### config.mk
export PLATFORM = sky130hd
export DESIGN_NAME = pipeline_divider
export DESIGN_NICKNAME = d
export VERILOG_FILES = /design/src/rtl/pipeline_divider_pkg.sv /design/src/rtl/pipeline_divider_div_step.sv /design/src/rtl/pipeline_divider.sv
export SDC_FILE = /design/constraint.sdc
export NUM_CORES = 1
export LEC_CHECK = 0
export BUFFER_PORTS_ARGS = -buffer_cell sky130_fd_sc_hd__buf_2
export CELL_PAD_IN_SITES_DETAIL_PLACEMENT = 0
export CELL_PAD_IN_SITES_GLOBAL_PLACEMENT = 1
export CORE_MARGIN = 3
export CORE_UTILIZATION = 30
export DETAILED_ROUTE_END_ITERATION = 16
export HOLD_SLACK_MARGIN = 0.02
export PLACE_DENSITY = 0.66
export SLEW_MARGIN = 20
export SYNTH_ARGS = -nofsm -noshare
export SYNTH_HDL_FRONTEND = slang
export SYNTH_SLANG_ARGS = --single-unit
export TNS_END_PERCENT = 10
### constraint.sdc
create_clock -name clk -period 10.9 [get_ports clk]
set_input_delay 1.635 -clock clk [delete_from_list [all_inputs] [get_ports clk]]
set_output_delay 1.635 -clock clk [all_outputs]
set_load 0.01 [all_outputs]
### src/rtl/pipeline_divider_pkg.sv
// Shared CPU definitions for the multi-cycle divider: FSM encoding, iteration
// count and the divide-by-zero quotient.
package pipeline_divider_pkg;

    localparam int DIV_WIDTH = 32;
    localparam int DIV_ITER  = DIV_WIDTH;

    // MIPS leaves div-by-zero undefined; all-ones matches the usual soft model.
    localparam logic [DIV_WIDTH-1:0] DIV_ZERO_Q = '1;

    typedef enum logic [1:0] {
        DIV_IDLE = 2'd0,
        DIV_CALC = 2'd1,
        DIV_SIGN = 2'd2
    } div_state_e;

endpackage

### src/rtl/pipeline_divider_div_step.sv
// One restoring-division iteration: shift in the next dividend bit, trial
// subtract the divisor, and record the quotient bit.
import pipeline_divider_pkg::*;

module div_step #(
    parameter int WIDTH = DIV_ITER
) (
    input  logic [WIDTH-1:0] rem,
    input  logic [WIDTH-1:0] dq,
    input  logic [WIDTH-1:0] dvs,
    output logic [WIDTH-1:0] rem_next,
    output logic [WIDTH-1:0] dq_next
);

    logic [WIDTH:0] shifted;
    logic           fits;

    always_comb begin
        shifted  = {rem, dq[WIDTH-1]};
        fits     = (shifted >= {1'b0, dvs});
        rem_next = fits ? WIDTH'(shifted - {1'b0, dvs}) : shifted[WIDTH-1:0];
        dq_next  = {dq[WIDTH-2:0], fits};
    end

endmodule

### src/rtl/pipeline_divider.sv
// Execute-stage divider for div/divu: WIDTH restoring iterations plus one sign
// fix-up cycle, producing q (LO) and r (HI) with a one-cycle done pulse.
//
//   state    | meaning
//   ---------+------------------------------------------------------
//   DIV_IDLE | waiting for start; q/r hold the last result
//   DIV_CALC | one quotient bit per cycle, MSB first
//   DIV_SIGN | apply operand signs / div-by-zero override, write q/r
import pipeline_divider_pkg::*;

module pipeline_divider #(
    parameter int WIDTH = DIV_ITER
) (
    input  logic             clk,
    input  logic             rst,
    input  logic             start,
    input  logic             sign,
    input  logic             cancel,
    input  logic [WIDTH-1:0] dividend,
    input  logic [WIDTH-1:0] divisor,
    output logic [WIDTH-1:0] q,
    output logic [WIDTH-1:0] r,
    output logic             busy,
    output logic             done
);

    localparam int CW = $clog2(WIDTH);

    div_state_e       state, state_next;
    logic [CW-1:0]    cnt;
    logic [WIDTH-1:0] dq, rem, dvs, raw_dvd;
    logic [WIDTH-1:0] dq_step, rem_step;
    logic [WIDTH-1:0] q_fin, r_fin;
    logic             neg_q, neg_r, div_zero;
    logic             a_neg, b_neg;

    div_step #(.WIDTH(WIDTH)) u_step (
        .rem      (rem),
        .dq       (dq),
        .dvs      (dvs),
        .rem_next (rem_step),
        .dq_next  (dq_step)
    );

    assign a_neg = sign & dividend[WIDTH-1];
    assign b_neg = sign & divisor[WIDTH-1];
    assign busy  = (state != DIV_IDLE);

    always_ff @(posedge clk or posedge rst) begin
        if (rst) state <= DIV_IDLE;
        else     state <= state_next;
    end

    always_comb begin
        state_next = state;
        case (state)
            DIV_IDLE: if (start && !cancel) state_next = DIV_CALC;
            DIV_CALC: begin
                if (cancel)                        state_next = DIV_IDLE;
                else if (cnt == CW'(WIDTH - 1))    state_next = DIV_SIGN;
            end
            DIV_SIGN: state_next = DIV_IDLE;
            default:  state_next = DIV_IDLE;
        endcase
    end

    // -2^31 / -1 needs no special case: |a|/|b| = 0x80000000 with equal signs.
    always_comb begin
        q_fin = neg_q ? -dq  : dq;
        r_fin = neg_r ? -rem : rem;
        if (div_zero) begin
            q_fin = WIDTH'(DIV_ZERO_Q);
            r_fin = raw_dvd;
        end
    end

    always_ff @(posedge clk or posedge rst) begin
        if (rst) begin
            q        <= '0;
            r        <= '0;
            done     <= 1'b0;
            cnt      <= '0;
            dq       <= '0;
            rem      <= '0;
            dvs      <= '0;
            raw_dvd  <= '0;
            neg_q    <= 1'b0;
            neg_r    <= 1'b0;
            div_zero <= 1'b0;
        end else begin
            done <= 1'b0;
            case (state)
                DIV_IDLE: begin
                    if (start && !cancel) begin
                        dq       <= a_neg ? -dividend : dividend;
                        dvs      <= b_neg ? -divisor  : divisor;
                        rem      <= '0;
                        cnt      <= '0;
                        raw_dvd  <= dividend;
                        neg_q    <= a_neg ^ b_neg;
                        neg_r    <= a_neg;
                        div_zero <= (divisor == '0);
                    end
                end
                DIV_CALC: begin
                    if (!cancel) begin
                        dq  <= dq_step;
                        rem <= rem_step;
                        cnt <= cnt + CW'(1);
                    end
                end
                DIV_SIGN: begin
                    if (!cancel) begin
                        q    <= q_fin;
                        r    <= r_fin;
                        done <= 1'b1;
                    end
                end
                default: ;
            endcase
        end
    end

endmodule
==> run metrics <==
effective utilization at floorplan 0.306; final routed DRC violation total 0; Initial DRC Count 718; weighted congestion reported at the end of routability-driven placement 0.884; count of hold buffers inserted by post-cts repair 0; Achievable Freq 0.262 GHz; die area 44,700 um2; count of distinct cell types in the synthesized netlist 57; setup slack after layout 7.08 ns; antenna violation net count after detailed routing 0; wire length of the first global-routing pass 61,900 um; switching pwr 1.41 mW; TNS Setup 0 ns; number of global-route vias before repair 10,900; Top Ports 135; Net count, final 1,743; Sequential Power Share 0.322; final hold vios 0; number of antenna violations at the first check in global routing 1; GRT Overall Usage 0.172; critical path class input port to flop; die span in y 211 um; buffers from clock root to sink, at most 3; Pwr Total 3.38 mW; drt wl/cell 17.9 um; H-tree levels 1; warnings from Yosys 0; number of filler instances in the final layout 4,409; mean instance size in the synthesized netlist 8.20 um2; sum of routed wire length over all layers 39,100 um; Final setup viols 0; clock input transition at the sequential cells of the worst setup and hold paths 0.06 ns; number of buffers created by CTS 26; area of the core 41,300 um2; min Tclk post-route 3.82 ns; clock group share of total power 0.249; post-synth net total 1,652; slowest cell on the critical path nor4_1; number of flip-flops and latches in the synthesized netlist 203; multi-input combinational cell area 7100 um2; flip-flop and latch area 5080 um2; die boundary width 211 um; HPWL after DPL 28,400 um; Leakage Power 6.82 nW; Relative slew margins 0.304; portion of total power attributed to combinational logic 0.429; signal arrival time at the worst endpoint 4.29 ns; clock tree root driver cell clkbuf_16; Syn-to-layout area delta 15.9%; maximum ir drop on the vdd rail 0.144 mV; classification of the worst-slack hold path flop to flop; register area share after synthesis 0.401; switching part of the total power 0.419; FP Rows 74; clock insertion delay at the later pin of the skew report 0.55 ns; average via count per standard cell 5.14; status completed; number of max-slew violations in the final report 0; pre-CTS setup slack 6.57 ns; areal power density over the cells 230 nW/um2; post-route fraction of the period consumed by the critical path 0.351; cell area after synthesis 12,700 um2; cell chain of the critical path buf_2 > nor3_1 > nand4b_1 > nor4_1 > nand3b_1 > o41ai_1 > nand3_1 > a31oi_1; number of synthesized flops with an enable pin 0; reported max-cap violation count 0; total setup buffers inserted after CTS 0; share of final-layout standard cells stronger than drive strength 1 0.128; largest clock skew in the final design 0.0246 ns; Worst path max stage delay 0.74 ns; clock tree from TritonCTS yes; PortBufs 134; CP startpoint kind input port; setup repair after global routing missed its margin no; maximum number of pins on one net before global-route repair 142; critical path peak fanout 6; number of clock sinks seen by CTS 203; GRT overflow 0; measured slew at the worst slew-check pin 1.04 ns; fraction of synthesis flops using an asynchronous set or reset pin 1.00; Most used DFF post-synth dfrtp_1; worst endpoint required time 11.37 ns; total of cells resized after clock tree synthesis 0; crit end category flop; internal power summed over all cells 1.96 mW; vias post-DR 11,200; TritonRoute pass-1 iters 5; count of mapped cells out of synthesis 1,544
==> layer usage <==
layer  vias to the layer above  track usage  wire length, um
met5                         -            0                0
li1                       5584            -                -
met1                      5344        0.255            19500
met3                        45       0.0200             1640
met4                         0       0.0434              852
met2                       264        0.268            17200
==> registers in the layout, indices dropped and copies added, names as in the netlist, 2 cells and up <==
register,cells
dq,32
dvs,32
q,32
r,32
raw_dvd,32
rem,32
cnt,5
state,2
==> metrics by stage <==
stage,utilization,instances,area [um2],hold slack (ns)
after floorplan,-,1544,12700,0.437
after global placement,0.334,2138,13800,0.455
after detailed placement,0.334,2138,13800,0.458
after CTS,0.355,2184,14600,0.471
after global routing,0.355,2186,14700,0.500
final,0.355,2186,14700,0.471
==> Yosys cell counts (all sizes together), types with 3 or more instances <==
| library cell | number | share of area |
|---|---|---|
| nand2 | 265 | 0.079 |
| dfrtp | 203 | 0.40 |
| o21ai | 178 | 0.070 |
| a21oi | 144 | 0.057 |
| nor2 | 129 | 0.038 |
| xor2 | 87 | 0.060 |
| clkbuf | 76 | 0.023 |
| xnor2 | 54 | 0.037 |
| inv | 51 | 0.015 |
| ha | 38 | 0.038 |
| nor3 | 25 | 0.0099 |
| o31ai | 23 | 0.014 |
| mux2i | 22 | 0.017 |
| a21o | 19 | 0.011 |
| and3 | 17 | 0.0084 |
| nand3 | 16 | 0.0063 |
| o41ai | 16 | 0.011 |
| nor4 | 15 | 0.0079 |
| a31oi | 14 | 0.0069 |
| or3 | 14 | 0.0074 |
| or4 | 14 | 0.0089 |
| nand4 | 13 | 0.0064 |
| a211oi | 11 | 0.0065 |
| a32oi | 11 | 0.0076 |
| nand2b | 10 | 0.0049 |
| and2 | 8 | 0.0040 |
| buf | 8 | 0.0028 |
| o21a | 8 | 0.0047 |
| o211ai | 7 | 0.0042 |
| or2 | 7 | 0.0035 |
| nor2b | 5 | 0.0025 |
| o21bai | 4 | 0.0024 |
| a2111oi | 3 | 0.0021 |
| a21boi | 3 | 0.0018 |
| nand4b | 3 | 0.0021 |
==> worst paths after layout <==
path / from / endpoint / slack [ns] / cells after the start
max: dividend[2] / dq[31]$_DFFE_PP0P_ / 7.08 / 8
min: r[3]$_DFFE_PP0P_ / r[3]$_DFFE_PP0P_ / 0.47 / 2
max reg2reg: rem[17]$_DFFE_PP0P_ / rem[1]$_DFFE_PP0P_ / 7.09 / 10
min reg2reg: r[3]$_DFFE_PP0P_ / r[3]$_DFFE_PP0P_ / 0.47 / 2
max in group asynchronous: rst / div_zero$_DFFE_PP0P_ / 8.10 / 4
min in group asynchronous: rst / r[10]$_DFFE_PP0P_ / 1.06 / 2
==> power groups by stage <==
stage | Sequential, mW | Clock [mW] | Combinational [mW]
finish | 1.09 | 0.842 | 1.45
global route | 1.11 | 0.893 | 1.62
CTS | 1.08 | 0.865 | 1.45
detailed placement | 1.10 | 0 | 1.44
global placement | 1.09 | 0 | 1.43
floorplan | 1.01 | 0 | 1.10
==> worst max-delay path, delay by kind of cell <==
family,cells,cell delay [ns]
compound gates,2,0.58
simple gates,5,1.94
buf+inv,1,0.13
==> cells by family (layout without fill, tap and decap cells) <==
kind of cell               after synthesis  in the layout  synth area share
xor gates and xnor gates               141            141            0.0976
DFF                                    203            203             0.401
muxes                                   22             22            0.0174
buffers and inverters                  135            244            0.0404
and+or+nand+nor                        549            549             0.195
adders and majority gates               39             39            0.0392
AOI/OAI and AO/OA                      455            455             0.209
other                                    0              1                 0
==> placed cells by master (no fill, tap or decap), drive strengths merged, types with 38 or more instances in the layout <==
cell,n
ha,38
buf,147
inv,51
nand2,265
nor2,129
xor2,87
xnor2,54
dfrtp,203
a21oi,144
o21ai,178
==> final cells by class <==
type,count,share of cell area
multi-input cells,1206,0.484
flip-flops and latches,203,0.346
repair buffers,147,0.0537
well taps,532,0.0454
clock buffers,34,0.0505
diodes,1,0.000171
clock inverters,12,0.00674
inverters,51,0.0136
No activity file was read; power rests on OpenSTA's default activity.
